==> src/rtl/mux.sv <==
// rtl/mux.sv - AHB-Lite slave-to-master response multiplexer (4 slaves, 32-bit data)
module mux (
    input  logic        hclk,
    input  logic        hreset,
    input  logic [1:0]  sel,
    input  logic [31:0] hrdata1,
    input  logic [31:0] hrdata2,
    input  logic [31:0] hrdata3,
    input  logic [31:0] hrdata4,
    input  logic        hreadyout1,
    input  logic        hreadyout2,
    input  logic        hreadyout3,
    input  logic        hreadyout4,
    input  logic        hresp1,
    input  logic        hresp2,
    input  logic        hresp3,
    input  logic        hresp4,
    output logic [31:0] hrdata,
    output logic        hreadyout,
    output logic        hresp
);

    logic [1:0]  r_sel_q;
    logic [31:0] w_rdata;
    logic        w_ready;
    logic        w_resp;

    always_comb begin
        w_rdata = hrdata1;
        w_ready = hreadyout1;
        w_resp  = hresp1;
        case (r_sel_q)
            2'b00: begin
                w_rdata = hrdata1;
                w_ready = hreadyout1;
                w_resp  = hresp1;
            end
            2'b01: begin
                w_rdata = hrdata2;
                w_ready = hreadyout2;
                w_resp  = hresp2;
            end
            2'b10: begin
                w_rdata = hrdata3;
                w_ready = hreadyout3;
                w_resp  = hresp3;
            end
            2'b11: begin
                w_rdata = hrdata4;
                w_ready = hreadyout4;
                w_resp  = hresp4;
            end
            default: begin
                w_rdata = hrdata1;
                w_ready = hreadyout1;
                w_resp  = hresp1;
            end
        endcase
    end

    // Reset forces an idle OKAY response without waiting for a clock edge.
    assign hrdata    = hreset ? 32'd0 : w_rdata;
    assign hreadyout = hreset ? 1'b1  : w_ready;
    assign hresp     = hreset ? 1'b0  : w_resp;

    // A stalled data phase keeps its slave connected until that slave is ready.
    always_ff @(posedge hclk or posedge hreset) begin
        if (hreset) begin
            r_sel_q <= 2'b00;
        end else if (w_ready) begin
            r_sel_q <= sel;
        end
    end

endmodule

==> config.mk <==
export PLATFORM = sky130hd
export DESIGN_NAME = mux
export DESIGN_NICKNAME = d
export VERILOG_FILES = /design/src/rtl/mux.sv
export SDC_FILE = /design/constraint.sdc
export NUM_CORES = 1
export LEC_CHECK = 0
export CAP_MARGIN = 25
export CELL_PAD_IN_SITES_DETAIL_PLACEMENT = 1
export CELL_PAD_IN_SITES_GLOBAL_PLACEMENT = 1
export CORE_ASPECT_RATIO = 1.2
export CORE_UTILIZATION = 16
export CTS_BUF_LIST = sky130_fd_sc_hd__clkbuf_8
export CTS_CLUSTER_SIZE = 20
export DETAILED_ROUTE_END_ITERATION = 7
export PLACE_DENSITY = 0.95
export REMOVE_ABC_BUFFERS = 1
export SLEW_MARGIN = 20
export SYNTH_ARGS = -nofsm -noshare
export SYNTH_HDL_FRONTEND = slang
export SYNTH_SLANG_ARGS = --single-unit
==> constraint.sdc <==
create_clock -name hclk -period 5.51 [get_ports hclk]
set_clock_uncertainty 0.1 [all_clocks]
set_input_delay 1.653 -clock hclk [delete_from_list [all_inputs] [get_ports hclk]]
set_output_delay 1.653 -clock hclk [all_outputs]
set_load 0.01 [all_outputs]
==> impl_metrics.yaml <==
place:
  port_buffers: 173
  hpwl_mm: 5.46
  place_area_um2: 2960
  place_congestion: 0.670
yosys:
  yosys-top-cells-count: "and2_1 (34), mux4_2 (33)"
  ys_ff_latch: 2
  ys.flop_type: "dfrtp_1"
  synth_mux_area_share_pct: 65.0
  synth_top_family_by_area: "multiplexers"
  yosysTopAreaCell: "mux4_2"
  synth-xor-area-share_pct: 0
  async_flop_share_pct: 100
  ys_warn_count: 0
  synth_adder_area_share_pct: 0
  synth_most_common_cell: "and2_1"
  netlist_instances: 95
  synth-edff-count: 0
  yosys-top-cells-area: "mux4_2 (63%), and2_1 (18%), dfrtp_1 (4.3%), buf_12 (3.4%), buf_2 (1.7%)"
  yosys.area_share.simple_pct: 19.4
  synth.distinct_cells: 14
  syn-cell-area_um2: 1180
  syn_area_per_cell_um2: 12.4
  synth_seq_area_share_pct: 4.26
  synth-compound-area-share_pct: 2.77
  synth_top_area_share_pct: 63.2
power:
  leakagePower_nw: 1.07
  power.density_nw_per_um2: 186
  ir_worst_vdd_mv: 0.257
global_routing:
  antenna_found_initial: 0
  grt_max_degree: 37
  grt_pass1_vias: 1897
  overflow: 0
  grt_pass1_wl_mm: 9.20
  grt.total_usage_pct: 15.9
cts:
  cts-resized-gates: 0
  cts_root_buf: "clkbuf_8"
  postCtsSetupBuffers: 0
  tritoncts: "yes"
  clk_latency_ns: 0.21
  h-tree-depth: 1
  ctsHoldBuffers: 0
  cts.sinks: 2
  cts_buffers: 3
  clock_path_buffers: 2
  cts.clk_slew.worst_paths_ns: 0.03
sta:
  slew_violations: 0
  final.min_clock_period_ns: 4.99
  final-setup-viol-count: 0
  tightest_slew_ns: 0.907
  rsz0062_at_grt: "false"
  fin_crit_sh_pct: 90.5
  setup_tns_ns: 0
  hold_viol_final: 0
  slew_headroom_pct: 39.5
  fmax_ghz: 0.200
  whs_ns: 0.839
detailed_routing:
  postRouteWirelength_mm: 6.27
  wire_per_inst_um: 17.8
  drc: 0
  route.vias.total: 1581
  drt-initial-drc-count: 13
  ant_nets: 0
  drt_pass1_iterations: 3
  vias_per_cell: 4.49
floorplanning:
  num_io_pins: 174
  die_width_um: 80.3
  core_area_um2: 6980
  die_h_um: 95.9
  rows: 33
  die_area_um2: 7700
  start_util_pct: 16.9
cells_and_area:
  synthToLayoutAreaGrowth_pct: 156
  num-fill-cells: 763
  largest_reg_flops: 2
  drive_gt1_share_pct: 15.8
  reg_top3: "r_sel_q x2"
  layout.nets: 406
  largest_register: "r_sel_q"
  design_area_um2: 3010
  num_antenna_cells: 0
worst_hold_path:
  hold_path_class: "reg -> reg"
  holdPathEnd: "r_sel_q[0]"
  min_path_cells: 2
  hold_path_startpoint: "r_sel_q[0]"
critical_path:
  critPathSlowestCell: "clkdlybuf4s50_1"
  worstReg2RegStart: "r_sel_q[1]"
  path_max_fanout: 1
  max_stage_delay_ns: 0.49
  worstPathRequired_ns: 3.76
  end_kind: "primary output"
  worst-r2r-cell-count: 3
  path_delay_family: "buffers and inverters"
  cp_num_buf_inv: 2
  regToRegEndpoint: "r_sel_q[0]"
  critPathKind: "in -> out"
  arrival_ns: 3.24
  crit_chain: "clkdlybuf4s50_1 -> mux4_2 -> and2_1 -> clkdlybuf4s50_1"
  reg2reg_slack_ns: 3.75
  crit_path_start_kind: "input pin"
  cp_common_cell: "clkdlybuf4s50_1"
run:
  maxCapViolations: 0
status:
  outcome: "completed"
worst register-to-register path: stages, from the launching register on:
cell and delay [ns]:
dfrtp_1 0.92, mux2_2 0.43, a21oi_1 0.14, nor2_1 0.05
metrics by stage:
| step | worst slack, ns | cells | total power, mW | util, % |
|---|---|---|---|---|
| finish | 0.522 | 352 | 0.560 | 43.1 |
| global route | 0.469 | 352 | 0.605 | 43.1 |
| CTS | 0.510 | 352 | 0.573 | 43.1 |
| detailed placement | 0.512 | 348 | 0.511 | 42.4 |
| global placement | 0.568 | 348 | 0.496 | 42.4 |
| floorplan | 1.45 | 84 | 0.275 | - |
per-layer routing:
metal	vias up	routed length, um	track usage (%)
li1	722	-	-
met1	756	1860	14.0
met2	87	3680	34.1
met3	16	541	3.41
met4	0	192	5.65
met5	-	0	0
cell families (layout without fill, tap and decap cells):
kind of cell | Yosys count | count (layout)
buffers and inverters | 15 | 185
DFF | 2 | 2
and+or+nand+nor | 38 | 38
AOI/OAI and AO/OA | 5 | 5
muxes | 35 | 35
layout by cell type, fill, tap and decap left out, drive strengths merged, types with 2 or more instances in the layout:
cell type / instances
inv: 5
clkbuf: 3
mux4: 33
clkdlybuf4s50: 173
and2: 34
o221ai: 2
nor2: 4
dfrtp: 2
buf: 4
a21oi: 2
how the worst max path moves through the flow:
stage / start / end / cells after the start
after floorplan: r_sel_q[0] / hrdata[0] / 2
after global placement: hrdata4[21] / hrdata[21] / 4
after detailed placement: hrdata4[10] / hrdata[10] / 4
after CTS: hrdata4[10] / hrdata[10] / 4
after global routing: hreset / hrdata[22] / 5
final: hrdata4[10] / hrdata[10] / 4
where the power goes:
group,internal (mW),switching (mW),leakage (nW)
sequential,0.0183,0.0384,0.0237
combinational,0.318,0.126,1.02
clock,0.0472,0.0117,0.0269
total,0.384,0.176,1.07
layout make-up:
class	instances	area, um2	area share [%]
repair buffers	177	1760	58.6
multi-input cells	78	1020	34.1
well taps	87	109	3.62
flip-flops and latches	2	51.3	1.71
clock buffers	3	41.3	1.37
inverters	4	15.0	0.499
clock inverters	1	3.75	0.125
No activity file was read; power rests on OpenSTA's default activity.
